--- src/rtl/pipe_pkg.sv ---
// rtl/pipe_pkg.sv - shared widths and payload type for the pipeline stage register
package pipe_pkg;

    localparam int XLEN_DEF  = 32;
    localparam int SIG_W_DEF = 3;
    localparam int CNT_W_DEF = 16;

    // Field order matches the flattened payload vector used by the stage (signal in the MSBs)
    typedef struct packed {
        logic [SIG_W_DEF-1:0] signal;
        logic [XLEN_DEF-1:0]  npc;
        logic [XLEN_DEF-1:0]  dm_data;
        logic [XLEN_DEF-1:0]  alu_out;
        logic [XLEN_DEF-1:0]  ir;
    } payload_t;

    localparam int PAYLOAD_W_DEF = $bits(payload_t);

endpackage

--- src/rtl/pipe_entry.sv ---
// rtl/pipe_entry.sv - one valid bit plus payload register with load and clear
module pipe_entry
    import pipe_pkg::*;
#(
    parameter int W = PAYLOAD_W_DEF
) (
    input  logic         clk,
    input  logic         clear,
    input  logic         load,
    input  logic         d_valid,
    input  logic [W-1:0] d,
    output logic         q_valid,
    output logic [W-1:0] q
);

    // Clear wins over load; an invalid load stores zeros so an empty entry always reads as a bubble
    always_ff @(posedge clk) begin
        if (clear) begin
            q_valid <= 1'b0;
            q       <= '0;
        end else if (load) begin
            q_valid <= d_valid;
            q       <= d_valid ? d : '0;
        end
    end

endmodule

--- src/rtl/pipe_stage_reg.sv ---
// rtl/pipe_stage_reg.sv - two-entry skid-buffered pipeline stage with stall counter
module pipe_stage_reg
    import pipe_pkg::*;
#(
    parameter int XLEN  = XLEN_DEF,
    parameter int SIG_W = SIG_W_DEF,
    parameter int CNT_W = CNT_W_DEF
) (
    input  logic             clk,
    input  logic             rst,
    input  logic             flush,
    input  logic             in_valid,
    output logic             in_ready,
    input  logic [SIG_W-1:0] in_signal,
    input  logic [XLEN-1:0]  in_npc,
    input  logic [XLEN-1:0]  in_dm_data,
    input  logic [XLEN-1:0]  in_alu_out,
    input  logic [XLEN-1:0]  in_ir,
    output logic             out_valid,
    input  logic             out_ready,
    output logic [SIG_W-1:0] out_signal,
    output logic [XLEN-1:0]  out_npc,
    output logic [XLEN-1:0]  out_dm_data,
    output logic [XLEN-1:0]  out_alu_out,
    output logic [XLEN-1:0]  out_ir,
    output logic [CNT_W-1:0] stall_cnt
);

    localparam int PW = SIG_W + 4 * XLEN;

    logic [PW-1:0] in_pay;
    logic [PW-1:0] main_q;
    logic [PW-1:0] skid_q;
    logic [PW-1:0] main_d;
    logic          main_valid;
    logic          skid_valid;
    logic          clear;
    logic          accept;
    logic          drain;
    logic          main_free;
    logic          in_to_main;
    logic          main_load;
    logic          main_d_valid;
    logic          skid_load;
    logic          skid_d_valid;

    assign in_pay = {in_signal, in_npc, in_dm_data, in_alu_out, in_ir};
    assign clear  = rst | flush;

    // in_ready is the inverted skid valid flop, so out_ready never reaches it combinationally
    assign in_ready  = ~skid_valid;
    assign accept    = in_valid & in_ready;
    assign drain     = main_valid & out_ready;
    assign main_free = ~main_valid | drain;

    // Input bypasses skid only when main frees up and nothing older is waiting in skid
    always_comb begin
        in_to_main   = main_free & ~skid_valid;
        main_load    = main_free;
        main_d_valid = skid_valid | accept;
        main_d       = skid_valid ? skid_q : in_pay;
        skid_load    = (accept & ~in_to_main) | (skid_valid & drain);
        skid_d_valid = accept & ~in_to_main;
    end

    pipe_entry #(.W(PW)) u_main (
        .clk     (clk),
        .clear   (clear),
        .load    (main_load),
        .d_valid (main_d_valid),
        .d       (main_d),
        .q_valid (main_valid),
        .q       (main_q)
    );

    pipe_entry #(.W(PW)) u_skid (
        .clk     (clk),
        .clear   (clear),
        .load    (skid_load),
        .d_valid (skid_d_valid),
        .d       (in_pay),
        .q_valid (skid_valid),
        .q       (skid_q)
    );

    assign out_valid = main_valid;
    assign {out_signal, out_npc, out_dm_data, out_alu_out, out_ir} = main_q;

    // Saturating count of back-pressured cycles; only reset clears it, flush does not
    always_ff @(posedge clk) begin
        if (rst) begin
            stall_cnt <= '0;
        end else if (main_valid && !out_ready && (stall_cnt != {CNT_W{1'b1}})) begin
            stall_cnt <= stall_cnt + 1'b1;
        end
    end

endmodule

--- config.mk ---
export PLATFORM = sky130hd
export DESIGN_NAME = pipe_stage_reg
export DESIGN_NICKNAME = d
export VERILOG_FILES = /design/src/rtl/pipe_pkg.sv /design/src/rtl/pipe_entry.sv /design/src/rtl/pipe_stage_reg.sv
export SDC_FILE = /design/constraint.sdc
export NUM_CORES = 1
export LEC_CHECK = 0
export ABC_AREA = 1
export BUFFER_PORTS_ARGS = -buffer_cell sky130_fd_sc_hd__buf_4
export CAP_MARGIN = 15
export CORE_UTILIZATION = 30
export DETAILED_ROUTE_END_ITERATION = 16
export PLACE_DENSITY = 0.58
export RECOVER_POWER = 25
export SLEW_MARGIN = 20
export SYNTH_ARGS = -nofsm -noshare
export SYNTH_HDL_FRONTEND = slang
export SYNTH_SLANG_ARGS = --single-unit
export TNS_END_PERCENT = 20
--- constraint.sdc ---
create_clock -name clk -period 2.2 [get_ports clk]
set_clock_uncertainty 0.15 [all_clocks]
set_input_delay 0.11 -clock clk [delete_from_list [all_inputs] [get_ports clk]]
set_output_delay 0.11 -clock clk [all_outputs]
set_load 0.03 [all_outputs]
==> out/summary.txt, run 1 <==
Fraction of layout instances using a drive strength above 1 - 16.78%
Largest net degree at the start of global routing - 141
Yosys cell types - 23
Die Y - 196.3 um
FF+latch count, synth - 280
M3 GR Usage - 4.363%
WL/cell - 16.90 um
N_diodes - 0
Cell taking the most area after synthesis - dfxtp_1
Ports - 285
CTS Root Cell - clkbuf_16
Detailed Route Iter0 Violations - 844
Seq/Total Area, Yosys - 49.47%
Crit-path most repeated cell - buf_4
Slew at the pin with the worst max-slew slack - 0.7097 ns
Final Setup Violations - 0
Clk pin slew, worst setup/hold paths - 0.06 ns
First-pass GRT wire length - 58710 um
Grt met1 use - 24.89%
Most common cell after layout, fill and taps aside - dfxtp_1
Die Wd - 196.3 um
Final TNS setup - 0 ns
Sw Pwr - 3039 uW
Minimum clock period - 2.073 ns
RSZ-0062 raised after global routing - false
Fin. Hold Viols - 0
Row count - 70
Top post-synthesis cells by area - dfxtp_1 49%, nand3_1 12%, a221oi_1 8.6%, a21oi_1 6.2%, nor2_1 5.9%
Critical Path Max Stage Delay - 0.53 ns
Syn Area/Cell - 8.362 um2
Commonest non-fill, non-tap cells in the layout - 279 x dfxtp_1, 278 x nand3_1, 190 x buf_4, 176 x nor2_1, 145 x dlygate4sd3_1
CP max-delay cell - buf_4
PortBufs - 284
WL final - 37730 um
WP buf/inv - 3
Crit path kind - reg -> out
Arr. time, crit path - 1.81 ns
Design Area, Final - 16010 um2
Core Box Area - 36870 um2
GR Util All Layers - 18.58%
Post-Syn Area - 11330 um2
CTS sink cnt - 280
Nets - 1840
Via count - 11650
Gr busiest metal - met2
Max transition margin - 52.69%
Leakage - 0.005643 uW
Max_cap viols - 0
Status - finished clean
Placement Cell Area - 13780 um2
Internal - 9156 uW
Cts bufs inserted - 34
Initial core utilization - 30.73%
Sequential share of power - 42.9%
1st-pass router iterations - 5
CP top delay family - buffers and inverters
H-tree depth - 2
Share of the synthesized area in the top cell type - 49.47%
DP Wirelength - 20740 um
Syn_nets - 1492
Tcrit/Tclk final - 94.21%
Setup crit end kind - primary output
Clk buf depth - 3
CP startpoint kind - register
Met2 usage - 29.98%
Worst IR drop on VDD - 466.6 uV
Cells along the critical path - buf_4 > inv_1 > buf_4
DR vias/cell - 5.219
Vias in the first global route - 11180
Syn-to-layout area delta - 41.28%
Antenna violations before repair - 0
Ys Warns - 0
Clk Latency, worst-skew pair - 0.51 ns
Routed Antenna Nets - 0
Fin. max-slew vios - 0
Die ar. - 38550 um2
# DRC - 0
CP required - 1.94 ns
Comb power frac - 10.8%
Global placer's final weighted congestion - 0.7705
CTS tree - done
Worst-path fanout max - 54
Total Power - 12190 uW
Clk network pwr share - 46.3%
Net Sw Frac - 24.92%
Gate Count Post-Synth - 1355
Max Fclk - 482.5 MHz
GR Overflow Total - 0
Tightest Hold Check Type - in -> reg
Pwr/cell area - 761.8 nW/um2
what timing repair did:
item | CTS | global route
setup buffers | 0 | 1
setup endpoints to repair | 0 | 11
hold buffers | 145 | 0
resized for setup | 0 | 5
endpoints found under the hold margin | 278 | 0
power by group through the flow:
stage | Clock, uW | Sequential, uW | Combinational, uW
after floorplan | 0 | 5500 | 474
final | 5650 | 5230 | 1320
after detailed placement | 0 | 5340 | 1150
after global routing | 6020 | 5240 | 1420
after CTS | 5800 | 5230 | 1350
after global placement | 0 | 5340 | 1140
flip-flops by register name (all words and copies together) (netlist names):
register	cells
stall_cnt	16
u_main.q_valid	1
u_main.q	131
u_skid.q_valid	1
u_skid.q	131
path summary, 6_finish.rpt:
path | end | depth (start not counted) | from | slack, ns
setup / recovery | in_ready | 3 | u_skid.q_valid | 0.13
hold / removal | stall_cnt[2] | 7 | out_ready | 0.07
setup reg to reg | u_main.q[123] | 7 | u_main.q_valid | 0.13
hold reg to reg | u_skid.q[27] | 2 | u_skid.q[27] | 0.33
final cells by class:
cell class	count	area, um2
Fill cell	3668	20870
Sequential cell	280	5609
Multi-Input combinational cell	913	4969
Timing Repair Buffer	458	3612
Clock buffer	51	1006
Tap cell	504	630.6
Clock inverter	10	113.9
Inverter	16	67.56
Yosys cell counts:
cell / n
nor2_2: 3
clkbuf_1: 68
nand2_1: 44
nor2_4: 1
buf_4: 18
nand4_1: 1
nand2_2: 1
inv_2: 1
nor2_1: 177
a21oi_1: 140
a31oi_1: 1
dfxtp_1: 280
a221oi_1: 111
buf_2: 53
inv_1: 15
nor3_1: 1
o21ai_0: 132
a221oi_2: 20
nand3_1: 279
ha_1: 1
buf_6: 6
buf_1: 1
nand4_2: 1
worst reg2reg max path, delay by kind of cell (launching register included):
kind / cells / cell delay [ns]
flip-flops: 1 / 0.39
buffers and inverters: 4 / 1.02
AND/OR/NAND/NOR: 2 / 0.36
AO/OA/AOI/OAI: 1 / 0.08
per-layer routing:
metal,wire [um],vias up
li1,-,5625
met4,482,0
met2,17320,450
met3,2976,36
met5,0,-
met1,16950,5538
through the flow:
stage | utilization (%) | setup slack (ns) | std cells | hold WS (ns)
after floorplan | - | 0.3987 | 1355 | 0.09927
after global placement | 37.36 | 0.3752 | 2023 | 0.2064
after detailed placement | 37.36 | 0.3455 | 2023 | 0.2124
after CTS | 44.33 | 0.04060 | 2229 | 0.07599
after global routing | 43.41 | 0.01257 | 2232 | 0.07655
final | 43.41 | 0.1275 | 2232 | 0.06866
cell families (layout without fill, tap and decap cells):
family / count (synthesis) / count (layout) / synth area share [%]
and+or+nand+nor: 508 / 508 / 20.17
AOI/OAI and AO/OA: 404 / 404 / 23.30
adders and majority gates: 1 / 1 / 0.1104
DFF: 280 / 280 / 49.47
buffers and inverters: 162 / 535 / 6.945
Note: power is estimated with default switching activity, not from simulation.
==> run 2, diff against run 1 <==
--- a/config.mk
+++ b/config.mk
@@ -8,9 +8,11 @@
 export ABC_AREA = 1
 export BUFFER_PORTS_ARGS = -buffer_cell sky130_fd_sc_hd__buf_4
 export CAP_MARGIN = 15
+export CELL_PAD_IN_SITES_DETAIL_PLACEMENT = 0
+export CELL_PAD_IN_SITES_GLOBAL_PLACEMENT = 1
 export CORE_UTILIZATION = 30
 export DETAILED_ROUTE_END_ITERATION = 16
-export PLACE_DENSITY = 0.58
+export PLACE_DENSITY = 0.72
 export RECOVER_POWER = 25
 export SLEW_MARGIN = 20
 export SYNTH_ARGS = -nofsm -noshare
==> out/summary.txt, run 2 (same netlist as run 1, synthesis figures left out) <==
Filler cells - 3739 (+1.9%)
Worst Hold Depth - 5 (-2)
Final Setup Violations - 0 (unchanged)
CTS sink cnt - 280 (unchanged)
1st-pass router iterations - 5 (unchanged)
R2R Setup Slk - 0.12 ns (about the same)
Max Fclk - 481.1 MHz (-0.28%)
Initial core utilization - 30.73% (unchanged)
WHS - 0.09137 ns (+0.02271 ns)
Setup crit end kind - register
Largest regs - u_main.q: 131 flops, u_skid.q: 131 flops, stall_cnt: 16 flops
Sequential cell area - 5609 um2 (unchanged)
Fin. max-slew vios - 0 (unchanged)
CTS tree - done
WL/cell - 17.25 um (+2.1%)
Fraction of layout instances using a drive strength above 1 - 16.93% (+0.14 points)
Leakage - 0.005702 uW (+1.1%)
N_diodes - 0 (unchanged)
DP Wirelength - 21700 um (+4.6%)
Status - finished clean
Worst IR drop on VDD - 440.5 uV (-5.6%)
Commonest non-fill, non-tap cells in the layout - 279 x dfxtp_1, 278 x nand3_1, 191 x buf_4, 176 x nor2_1, 147 x dlygate4sd3_1
Nets - 1843 (+0.16%)
WL final - 38550 um (+2.2%)
# DRC - 0 (unchanged)
RSZ-0062 raised after global routing - true
Via count - 11670 (+0.15%)
CTS Root Cell - clkbuf_16
Tightest Hold Check Type - in -> reg
Slew at the pin with the worst max-slew slack - 0.7312 ns (+0.02151 ns)
First-pass GRT wire length - 59590 um (+1.5%)
Die ar. - 38550 um2 (unchanged)
R2R cell count - 7 (unchanged)
CP required - 2.44 ns (+0.50 ns)
Minimum clock period - 2.078 ns (+0.005887 ns)
PortBufs - 284 (unchanged)
DR vias/cell - 5.220 (about the same)
Cts bufs inserted - 34 (unchanged)
Row count - 70 (unchanged)
Max transition margin - 51.26% (-1.4 points)
Vias in the first global route - 11000 (-1.6%)
Core Box Area - 36870 um2 (unchanged)
Most common cell after layout, fill and taps aside - dfxtp_1
Routed Antenna Nets - 0 (unchanged)
Fin. Hold Viols - 0 (unchanged)
Ports - 285 (unchanged)
Max_cap viols - 0 (unchanged)
Antenna violations before repair - 0 (unchanged)
Arr. time, crit path - 2.32 ns (+0.51 ns)
Clk buf depth - 3 (unchanged)
Footprint of the multi-input gates - 4969 um2 (unchanged)
Tcrit/Tclk final - 94.47% (+0.27 points)
Die Wd - 196.3 um (unchanged)
H-tree depth - 2 (unchanged)
Clk pin slew, worst setup/hold paths - 0.06 ns (about the same)
Clk Latency, worst-skew pair - 0.51 ns (about the same)
Die Y - 196.3 um (unchanged)
Largest net degree at the start of global routing - 112 (-21%)
Pwr/cell area - 770.5 nW/um2 (+1.1%)
Worst-path fanout max - 36 (-33%)
Crit path kind - reg -> reg
GR Overflow Total - 0 (unchanged)
Syn-to-layout area delta - 42.06%
Final TNS setup - 0 ns (unchanged)
CP startpoint kind - register
Global placer's final weighted congestion - 0.7609 (-1.2%)
Detailed Route Iter0 Violations - 769 (-8.9%)
GR Util All Layers - 18.83% (+0.25 points)
run 2: through the flow:
step / total power [uW] / utilization (%) / std cells / setup slack [ns] / cell area [um2]
floorplan: 5971 / - / 1355 / 0.3987 / 11330
global placement: 6485 / 37.34 / 2022 / 0.4454 / 13770
detailed placement: 6492 / 37.34 / 2022 / 0.3923 / 13770
CTS: 12590 / 44.50 / 2230 / 0.02727 / 16410
global route: 12900 / 43.65 / 2235 / -0.01036 / 16100
finish: 12400 / 43.65 / 2235 / 0.1216 / 16100
run 2: cell type report:
type                       count  share of cell area, %
tap                          504                  3.918
inverter                      16                 0.4197
clock inverter                10                 0.9561
clock buffer                  51                  6.312
sequential                   280                  34.85
multi-input combinational    913                  30.87
timing repair buffer         461                  22.68
run 2: worst max-delay path, stage by stage (launching register included):
cell and delay [ns]:
dfxtp_1 0.38, inv_1 0.09, nor2_4 0.18, inv_6 0.14, buf_12 0.22, o21ai_0 0.18, nor2_1 0.07, dlygate4sd3_1 0.55
run 2: where the power goes:
group          switching, uW  leakage [uW]  internal [uW]
sequential              58.6       0.00227           5170
combinational            749       0.00285            578
clock                   2190      0.000579           3660
run 2: repair_timing:
action                                 4_1_cts  5_1_grt
setup endpoints to repair                    0       13
endpoints found under the hold margin      271        0
hold buffers                               147        0
resized for setup                            0        8
setup buffers                                0        3
run 2: metal layers:
layer / global-route usage, % / up-vias / wire (um)
met1: 26.14 / 5575 / 17570
met3: 3.799 / 51 / 2742
met5: 0 / - / 0
li1: - / 5633 / -
met4: 4.803 / 0 / 726
met2: 29.67 / 407 / 17520
run 2: final timing paths:
check                 startpoint              to
hold reg to reg     u_skid.q[44]    u_skid.q[44]
setup reg to reg  u_main.q_valid    u_main.q[30]
hold / removal         out_ready  u_skid.q_valid
setup / recovery  u_main.q_valid    u_main.q[30]
==> run 3, diff against run 2 <==
--- a/config.mk
+++ b/config.mk
@@ -10,9 +10,9 @@
 export CAP_MARGIN = 15
 export CELL_PAD_IN_SITES_DETAIL_PLACEMENT = 0
 export CELL_PAD_IN_SITES_GLOBAL_PLACEMENT = 1
-export CORE_UTILIZATION = 30
+export CORE_UTILIZATION = 39
 export DETAILED_ROUTE_END_ITERATION = 16
-export PLACE_DENSITY = 0.72
+export PLACE_DENSITY = 0.88
 export RECOVER_POWER = 25
 export SLEW_MARGIN = 20
 export SYNTH_ARGS = -nofsm -noshare
==> out/summary.txt, run 3 (same netlist as run 1, synthesis figures left out) <==
Status - finished clean
Layout Cells excl Fill - 2146 (-4.0%)
Die ar. - 29740 um2 (-23%)
Max Fclk - 459.8 MHz (-4.4%)
DR vias/cell - 5.583 (+7.0%)
GR Overflow Total - 0 (unchanged)
Arr. time, crit path - 2.51 ns (+0.19 ns)
PortBufs - 284 (unchanged)
Total Power - 11770 uW (-5.1%)
Tcrit/Tclk final - 98.87% (+4.4 points)
First-pass GRT wire length - 56150 um (-5.8%)
Slew at the pin with the worst max-slew slack - 0.7839 ns (+0.05277 ns)
Final Setup Violations - 0 (unchanged)
Ports - 285 (unchanged)
GR Util All Layers - 23.01% (+4.2 points)
Worst IR drop on VDD - 616.4 uV (+40%)
Pwr/cell area - 728.2 nW/um2 (-5.5%)
Design Area, Final - 16170 um2 (+0.43%)
Final worst setup slack - 0.02494 ns (-0.09664 ns)
Leakage - 0.005839 uW (+2.4%)
CTS Root Cell - clkbuf_16
CP required - 2.53 ns (+0.09 ns)
Global placer's final weighted congestion - 0.7844 (+3.1%)
Max_cap viols - 0 (unchanged)
Largest regs - u_main.q: 131 flops, u_skid.q: 131 flops, stall_cnt: 16 flops
Place WS - 0.3503 ns (-0.04197 ns)
Setup crit end kind - register
DP Wirelength - 19710 um (-9.2%)
Placed cell count - 1905 (-5.8%)
Placement Cell Area - 13610 um2 (-1.1%)
Initial core utilization - 39.58% (+8.9 points)
CTS tree - done
WL/cell - 17.11 um (-0.82%)
# DRC - 0 (unchanged)
RSZ-0062 raised after global routing - true
Die Wd - 172.5 um (-12%)
WL final - 36720 um (-4.8%)
Detailed Route Iter0 Violations - 1117 (+45%)
Max transition margin - 47.74% (-3.5 points)
CTS sink cnt - 280 (unchanged)
Minimum clock period - 2.175 ns (+0.09664 ns)
Die Y - 172.5 um (-12%)
Antenna violations before repair - 1 (+1)
Clk Latency, worst-skew pair - 0.54 ns (+0.03 ns)
Via count - 11980 (+2.7%)
Nets - 1874 (+1.7%)
Row count - 62 (-11%)
Core Box Area - 28630 um2 (-22%)
Crit path kind - reg -> reg
Worst-path fanout max - 92 (+160%)
Cts bufs inserted - 30 (-12%)
Largest net degree at the start of global routing - 133 (+19%)
Tightest Hold Check Type - in -> reg
Clk pin slew, worst setup/hold paths - 0.06 ns (about the same)
1st-pass router iterations - 5 (unchanged)
H-tree depth - 1 (-1)
Routed Antenna Nets - 0 (unchanged)
Clk buf depth - 3 (unchanged)
CP startpoint kind - register
Fin. max-slew vios - 0 (unchanged)
Fin. Hold Viols - 0 (unchanged)
Vias in the first global route - 11140 (+1.3%)
Fraction of layout instances using a drive strength above 1 - 16.64% (-0.29 points)
Syn-to-layout area delta - 42.67%
Commonest non-fill, non-tap cells in the layout - 278 x nand3_1, 278 x dfxtp_1, 195 x buf_4, 177 x dlygate4sd3_1, 176 x nor2_1
run 3: cell type report:
class                           instances  area (um2)
Antenna cell                            1       2.502
Tap cell                              384       480.5
Multi-Input combinational cell        913        4972
Clock inverter                         10       131.4
Sequential cell                       280        5610
Clock buffer                           46       882.1
Fill cell                            2616       12460
Timing Repair Buffer                  496        4023
Inverter                               16       63.81
run 3: worst paths after layout:
kind | start | endpoint | slack (ns) | cells past startpoint
worst min register to register | u_skid.q[21] | u_skid.q[21] | 0.33 | 2
worst max-delay path | u_skid.q_valid | u_main.q[0] | 0.02 | 5
worst min-delay path | in_dm_data[22] | u_main.q[86] | 0.21 | 4
worst max register to register | u_skid.q_valid | u_main.q[0] | 0.02 | 5
run 3: through the flow:
step | TNS, ns | utilization, % | hold WS [ns]
after floorplan | 0 | - | 0.09927
after detailed placement | 0 | 47.56 | 0.2120
final | 0 | 56.47 | 0.2102
after global placement | 0 | 47.56 | 0.2082
after CTS | 0 | 57.29 | 0.1889
after global routing | -0.1004 | 56.47 | 0.2084
run 3: layer usage:
metal  share of wire (%)  vias up  GRT usage, %
li1                    -     5695             -
met2                  47      489         38.29
met4                 1.8        0         6.310
met3                 7.3       58         4.257
met1                  44     5739         30.37
met5                   0        -             0
run 3: report_power, final:
group,switching [uW],leakage [uW],internal [uW]
clock network,2080,0.000496,3100
logic,752,0.00307,612
registers,59.0,0.00227,5170
total,2890,0.00584,8880
run 3: worst max-delay path, cell delays in order, from the launching register on:
cell and delay (ns):
dfxtp_4 0.37, nor2_4 0.28, buf_16 0.33, a221oi_1 0.16, nor2_1 0.17, dlygate4sd3_1 0.59
run 3: timing repair:
action	4_1_cts	5_1_grt
resized for setup	0	13
endpoints found under the hold margin	280	0
hold buffers	177	0
setup buffers	0	3
setup endpoints to repair	0	35
